$ cat config.mk
export PLATFORM = sky130hd
export DESIGN_NAME = stream_rr_arbiter
export DESIGN_NICKNAME = d
export VERILOG_FILES = /design/src/rtl/stream_arb_pkg.sv /design/src/rtl/rr_pick.sv /design/src/rtl/stream_rr_arbiter.sv
export SDC_FILE = /design/constraint.sdc
export NUM_CORES = 1
export LEC_CHECK = 0
export ABC_CLOCK_PERIOD_IN_PS = 4700
export BUFFER_PORTS_ARGS = -buffer_cell sky130_fd_sc_hd__clkbuf_2
export CAP_MARGIN = 10
export CORE_UTILIZATION = 50
export DETAILED_ROUTE_END_ITERATION = 10
export HOLD_SLACK_MARGIN = 0.05
export PLACE_DENSITY_LB_ADDON = 0.08
export SLEW_MARGIN = 40
export SYNTH_ARGS = -nofsm -noshare
export SYNTH_HDL_FRONTEND = slang
export SYNTH_SLANG_ARGS = --single-unit
$ cat constraint.sdc
create_clock -name clk -period 4.7 [get_ports clk]
set_input_delay 0.47 -clock clk [delete_from_list [all_inputs] [get_ports clk]]
set_output_delay 0.47 -clock clk [all_outputs]
set_load 0.02 [all_outputs]
$ cat src/rtl/stream_arb_pkg.sv
// Shared types and width helpers for the round-robin stream arbiter.
// Latency: none (declarations only).
// Backpressure: not applicable.
package stream_arb_pkg;

  typedef enum logic {
    IDLE  = 1'b0,
    GRANT = 1'b1
  } arb_state_t;

  function automatic int idx_w(input int n);
    return (n > 1) ? $clog2(n) : 1;
  endfunction

  // Must hold the value BURST itself, not just BURST-1.
  function automatic int cnt_w(input int burst);
    return $clog2(burst + 1);
  endfunction

endpackage

$ cat src/rtl/rr_pick.sv
// Round-robin priority pick: first requester at or after ptr, wrapping modulo N.
// Latency: combinational.
// Backpressure: none; pure selector.
module rr_pick
  import stream_arb_pkg::*;
#(
  parameter int N  = 4,
  parameter int IW = idx_w(N)
) (
  input  logic [N-1:0]  req,
  input  logic [IW-1:0] ptr,
  output logic          any,
  output logic [IW-1:0] idx
);

  int            cand;
  logic [IW-1:0] cand_idx;

  // Walk offsets from far to near so the nearest requester overwrites last.
  always_comb begin
    any      = |req;
    idx      = '0;
    cand     = 0;
    cand_idx = '0;
    for (int i = N - 1; i >= 0; i--) begin
      cand = int'(ptr) + i;
      if (cand >= N) cand = cand - N;
      cand_idx = cand[IW-1:0];
      if (req[cand_idx]) idx = cand_idx;
    end
  end

endmodule

$ cat src/rtl/stream_rr_arbiter.sv
// Round-robin N:1 valid/ready stream arbiter with a one-deep registered output.
// Latency: 1 cycle arbitration (IDLE -> GRANT), 1 cycle input beat to out_valid/out_data.
// Backpressure: in_ready of the granted source = !out_valid || out_ready; others held at 0.
module stream_rr_arbiter
  import stream_arb_pkg::*;
#(
  parameter int WIDTH = 8,
  parameter int N     = 4,
  parameter int BURST = 16
) (
  input  logic                  clk,
  input  logic                  s_rst,
  input  logic [N-1:0]          in_valid,
  input  logic [N*WIDTH-1:0]    in_data,
  output logic [N-1:0]          in_ready,
  output logic                  out_valid,
  output logic [WIDTH-1:0]      out_data,
  input  logic                  out_ready,
  output logic [idx_w(N)-1:0]   grant_id,
  output logic                  busy
);

  localparam int            IW      = idx_w(N);
  localparam int            CW      = cnt_w(BURST);
  localparam logic [IW-1:0] LAST    = IW'(N - 1);
  localparam logic [CW-1:0] CNT_MAX = CW'(BURST);

  arb_state_t       state, state_nxt;
  logic [IW-1:0]    ptr, ptr_nxt, grant_nxt;
  logic [CW-1:0]    beat_cnt, beat_cnt_nxt;
  logic             pick_any;
  logic [IW-1:0]    pick_idx;
  logic             src_vld, take, hs;
  logic [WIDTH-1:0] src_dat;

  rr_pick #(.N(N), .IW(IW)) u_pick (
    .req (in_valid),
    .ptr (ptr),
    .any (pick_any),
    .idx (pick_idx)
  );

  always_comb begin
    src_vld            = in_valid[grant_id];
    src_dat            = in_data[grant_id*WIDTH +: WIDTH];
    take               = (state == GRANT) && (!out_valid || out_ready);
    hs                 = take && src_vld;
    in_ready           = '0;
    in_ready[grant_id] = take;
  end

  always_comb begin
    state_nxt    = state;
    ptr_nxt      = ptr;
    grant_nxt    = grant_id;
    beat_cnt_nxt = beat_cnt;
    case (state)
      IDLE: begin
        if (pick_any) begin
          state_nxt    = GRANT;
          grant_nxt    = pick_idx;
          beat_cnt_nxt = '0;
        end
      end
      GRANT: begin
        if (hs) beat_cnt_nxt = beat_cnt + 1'b1;
        // A dropped valid forfeits the grant even if the burst is not spent.
        if (!src_vld || (hs && beat_cnt_nxt == CNT_MAX)) begin
          state_nxt = IDLE;
          ptr_nxt   = (grant_id == LAST) ? '0 : grant_id + 1'b1;
        end
      end
      default: state_nxt = IDLE;
    endcase
  end

  always_ff @(posedge clk) begin
    if (s_rst) begin
      state     <= IDLE;
      ptr       <= '0;
      grant_id  <= '0;
      beat_cnt  <= '0;
      out_valid <= 1'b0;
      out_data  <= '0;
    end else begin
      state    <= state_nxt;
      ptr      <= ptr_nxt;
      grant_id <= grant_nxt;
      beat_cnt <= beat_cnt_nxt;
      // The output slot drains on its own schedule, independent of releases.
      if (hs) begin
        out_valid <= 1'b1;
        out_data  <= src_dat;
      end else if (out_ready) begin
        out_valid <= 1'b0;
      end
    end
  end

  assign busy = (state == GRANT);

endmodule
======== Yosys cells after proc, flatten, opt, wreduce, memory -nomap -nowiden ========
Index checks and enable logic that the tools add are counted.
word-level totals
  flip-flop bits (word level) ............. 19
  input bits .............................. 39
  word-level logic and storage cells ...... 73
cells by class
  $add $sub $neg .......................... 9
  order comparisons ....................... 10
  equal/unequal tests ..................... 3
  shift operators ......................... 1
  muxes and demuxes ....................... 30
  bitwise operators ....................... 2
  reduce and logical (&&, ||, !) cells .... 12
operator list
  operator                                                           count
  indexed part select 32 x 6 -> 8 bit                                1
  2-to-1 mux 2 bit                                                   9
  less-than comparator 2 x 3 -> 1 bit, second input constant         5
  2-to-1 mux 5 bit                                                   3
  binary-select mux 1 bit (select 2 bit)                             5
  2-to-1 mux 1 bit                                                   10
  one-hot mux 5 bit (2 select lines)                                 1
  greater-or-equal comparator 3 bit, second input constant           3
  subtractor 2 x 1 -> 2 bit, second input constant                   4
  adder 2 x 2 -> 3 bit, second input constant                        2
  adder 5 x 1 -> 5 bit, second input constant                        1
  == test 5 bit, second input constant                               1
  bitwise AND 4 bit                                                  1
  logical AND 1 bit                                                  4
  AND reduction 2 bit                                                2
  OR reduction 4 bit                                                 1
  adder 2 x 1 -> 3 bit, second input constant                        1
  greater-or-equal comparator 2 x 3 -> 1 bit, second input constant  1
  adder 2 x 1 -> 2 bit, second input constant                        1
  demux 1 bit (select 2 bit)                                         1
  == test 2 bit, second input constant                               1
  greater-or-equal comparator 2 x 1 -> 1 bit, second input constant  1
  zero test 1 bit                                                    2
  logical OR 1 bit                                                   2
  4 further kinds                                                    4

======== Depth between registers and ports, before layout ========
  word-level depth ........................ 11
  gate-level depth with buffers ........... 5
  mapped depth without buffers ............ 5

======== Hierarchy ========
Synthesis repeated with hierarchy kept, for this count alone.
unflattened totals
  cell total of the unflattened synthesis .. 140
  area total of the unflattened synthesis .. 1371.3 µm²
modules (own cells, without submodules)
  module             instances  cells an instance  area an instance (µm²)  seq. area each (µm²)
  stream_rr_arbiter  1          127                1293.7                  380.4
  rr_pick            1          13                 77.6                    0.0

======== Worst setup path before layout ========
No wires, ideal clock.
  path kind ............................... register to output
  start ................................... register grant_id[0]
  end ..................................... output port in_ready[0]
  arrival ................................. 1.340 ns
  path slack .............................. 2.890 ns
  stages on the path, launching flop included .. 5
  path through ............................ dfxtp_1 > buf_2 > inv_1 > ha_1 > and3_1
on the way
  longest elaborated chain between the ends .. 5
ends and longest elaborated chain
  item                                                                                                                            RTL line                 text
  start: declaration                                                                                                              stream_rr_arbiter.sv:19  output logic [idx_w(N)-1:0] grant_id,
  start signal: assignment                                                                                                        stream_rr_arbiter.sv:88  grant_id <= grant_nxt;
  less-than comparator 2 x 3 -> 1 bit (implied by the code) / greater-or-equal comparator 2 x 1 -> 1 bit (equally long branches)  stream_rr_arbiter.sv:49  in_ready[grant_id] = take;
  logical AND 1 bit (implied by the code)                                                                                         stream_rr_arbiter.sv:49
  2-to-1 mux 1 bit (implied by the code)                                                                                          stream_rr_arbiter.sv:49
  demux 1 bit (select 2 bit) *                                                                                                    stream_rr_arbiter.sv:49
  bitwise AND 4 bit (no source line) *                                                                                            n/a
  end: declaration                                                                                                                stream_rr_arbiter.sv:15  output logic [N-1:0] in_ready,
Mark *: on every way between the ends. The rest lies on a longest branch, timed or not.

======== Worst setup path in the final report ========
  start ................................... register grant_id[0]
  end ..................................... register beat_cnt[2]
on the way
  longest elaborated chain between the ends .. 6
ends and longest elaborated chain
  item                                    RTL line                 text
  binary-select mux 1 bit (select 2 bit)  stream_rr_arbiter.sv:44  src_vld = in_valid[grant_id];
  2-to-1 mux 1 bit (implied by the code)  stream_rr_arbiter.sv:44
  logical AND 1 bit                       stream_rr_arbiter.sv:47  hs = take && src_vld;
  2-to-1 mux 5 bit                        stream_rr_arbiter.sv:66  if (hs) beat_cnt_nxt = beat_cnt + 1'b1;
  2-to-1 mux 5 bit                        stream_rr_arbiter.sv:57  case (state)
  one-hot mux 5 bit (2 select lines)      stream_rr_arbiter.sv:57
  end signal: assignment                  stream_rr_arbiter.sv:89  beat_cnt <= beat_cnt_nxt;
  end: declaration                        stream_rr_arbiter.sv:30  logic [CW-1:0] beat_cnt, beat_cnt_nxt;
Every way passes these cells. The select of a mux whose other input is x is not followed.
A chain may end at the register's enable or synchronous reset.

==> qor.yml <==
synth:
  synth_async_sr_flop_share: 0
  syn_area_per_cell_um2: 9.24
  synthCells: 130
  synth_commonest_cells: "dfxtp_1, nand2_1, a21oi_1, inv_1, mux4_2"
  synth-edff-count: 0
  synth_cell_type_count: 35
  netlist_top_cells_area: "dfxtp_1, mux4_2, nand2_1"
  yosysWarningCount: 0
  syn_nets: 174
  yosysSeqAreaShare: 0.317
  synth_area_um2: 1200
  yosysMostFrequentCell: "dfxtp_1"
  synth_seq_cells: 19
  dominantRegCellSynth: "dfxtp_1"
  synth_area_leader_cell: "dfxtp_1"
  synth_top_area_share: 0.317
clock_tree:
  cts-root-buf: "clkbuf_4"
  post-cts-setup-buffers: 0
  cts_tree: "yes"
  clk_pin_slew_ps: 110
  cts.sinks: 19
  h-tree-depth: 1
  cts_buffer_depth: 2
  cts_buffers: 3
  post_cts_resized: 0
  insertion_delay_ps: 290
  hold_buffers: 0
drt:
  drtIter0Drc: 26
  post_drt_wl_per_cell_um: 13.6
  firstDrtPassIters: 4
  antenna_left: 0
  via_count: 1175
  wl_mm: 2.85
  viasPerCell: 5.62
  drcViolationCount: 0
sta:
  max_slew_margin: 0.506
  post-route-period-util: 0.489
  rsz0062_at_grt: "no"
  worst-slew-pin-transition_ps: 740
  setup-violations-final: 0
  skew_ps: 3.24
  fmax_ghz: 0.435
  period_needed_ps: 2300
  setup_tns_ps: 0
  drv_slew: 0
  hold_violations: 0
grt:
  grt_max_degree: 20
  grt-ovfl-total: 0
  grt_pass1_wl_mm: 4.40
  grt_pass1_vias: 1063
  antenna_found_initial: 0
  track_usage: 0.223
setup_path:
  end_kind: "flip-flop"
  critPathKind: "flip-flop to flip-flop"
  critPathRequiredTime_ps: 4900
  arrival_ps: 2500
  worstSetupStartpointType: "flip-flop"
  cp_max_fo: 15
pwr:
  ir_worst_vdd_mv: 0.153
  powerDensity_nw_per_um2: 242
  power_mw: 0.363
  power_leakage_nw: 0.696
die:
  die_w_um: 51.0
  initial_utilization: 0.538
  dieArea_um2: 2600
  design.core.area_um2: 2230
  die_h_um: 51.0
  ios: 55
  rows: 17
placement:
  io_buffers: 54
  dp_hpwl_mm: 2.19
  place.gp.congestion: 0.753
hold_path:
  hp-class: "flip-flop to flip-flop"
finish:
  layout.nets: 226
  post-route-util: 0.671
  drive_above_1_share: 0.370
  antenna_cells: 0
  syn2layout_area_growth_pct: 24.7
outcome:
  outcome: "finished, final reports clean"
run:
  maxCapViolCount: 0
## final cells by class
type	instances	area [um^2]
clock buffer	3	22.5
clock inverter	1	5.00
fill	194	736
inverter	8	30.0
multi-input combinational	96	754
sequential	19	380
tap	28	35.0
timing repair buffer	54	270
## power breakdown
| part | leakage (nW) | total (mW) | switching, mW | internal (mW) |
|---|---|---|---|---|
| Clock | 0.0177 | 0.0835 | 0.0518 | 0.0317 |
| Combinational | 0.524 | 0.0939 | 0.0471 | 0.0468 |
| Sequential | 0.155 | 0.186 | 0.0151 | 0.171 |
| Total | 0.696 | 0.363 | 0.114 | 0.249 |
## cells in the final DEF, fill, tap and decap left out, drive strengths merged, types with 3 or more instances in the layout
cell     n
clkbuf  57
mux4     9
a21oi   13
nand2b   6
o21ai    3
nor2     5
nand2   18
dfxtp   19
nand3    3
and3     6
ha       5
inv      8
## worst paths after layout
check | start | endpoint | slack (ps) | depth (start not counted)
setup / recovery | grant_id[0] | beat_cnt[2] | 2400 | 4
hold / removal | out_data[1] | out_data[1] | 460 | 2
setup reg to reg | grant_id[0] | beat_cnt[2] | 2400 | 4
hold reg to reg | out_data[1] | out_data[1] | 460 | 2
## state kept, by name, indices dropped and copies added, names as in the netlist
signal	count
busy	1
out_valid	1
ptr	2
out_data	8
grant_id	2
beat_cnt	5
## routing by layer
metal  wire length [um]  track usage  vias to the layer above  part of all wire
li1                   -            -                      583                 -
met1               1140        0.273                      555              0.40
met2               1560        0.388                       33              0.55
met3                108       0.0298                        4             0.038
met4                 31       0.0926                        0             0.011
met5                  0            0                        -                 0
## critical path, cell delays in order, from the launching register on
cell and delay [ps]:
dfxtp_1 820, mux4_2 640, and3_1 350, and3_1 230, a31o_1 170
## kinds of logic after synthesis
group	share of synthesized area
DFF	0.317
and+or+nand+nor	0.226
xor gates and xnor gates	0.00729
AOI/OAI and AO/OA	0.145
buffers and inverters	0.0552
adders and majority gates	0.0521
muxes	0.198
## metrics by stage
| stage | hold slack, ps | setup slack (ps) | cells | cell area (um^2) |
|---|---|---|---|---|
| after floorplan | 468 | 2890 | 130 | 1200 |
| after global placement | 444 | 2470 | 205 | 1470 |
| after detailed placement | 451 | 2380 | 205 | 1470 |
| after CTS | 466 | 2350 | 209 | 1500 |
| after global routing | 481 | 2230 | 209 | 1500 |
| final | 464 | 2400 | 209 | 1500 |
No activity file was read; power rests on OpenSTA's default activity.
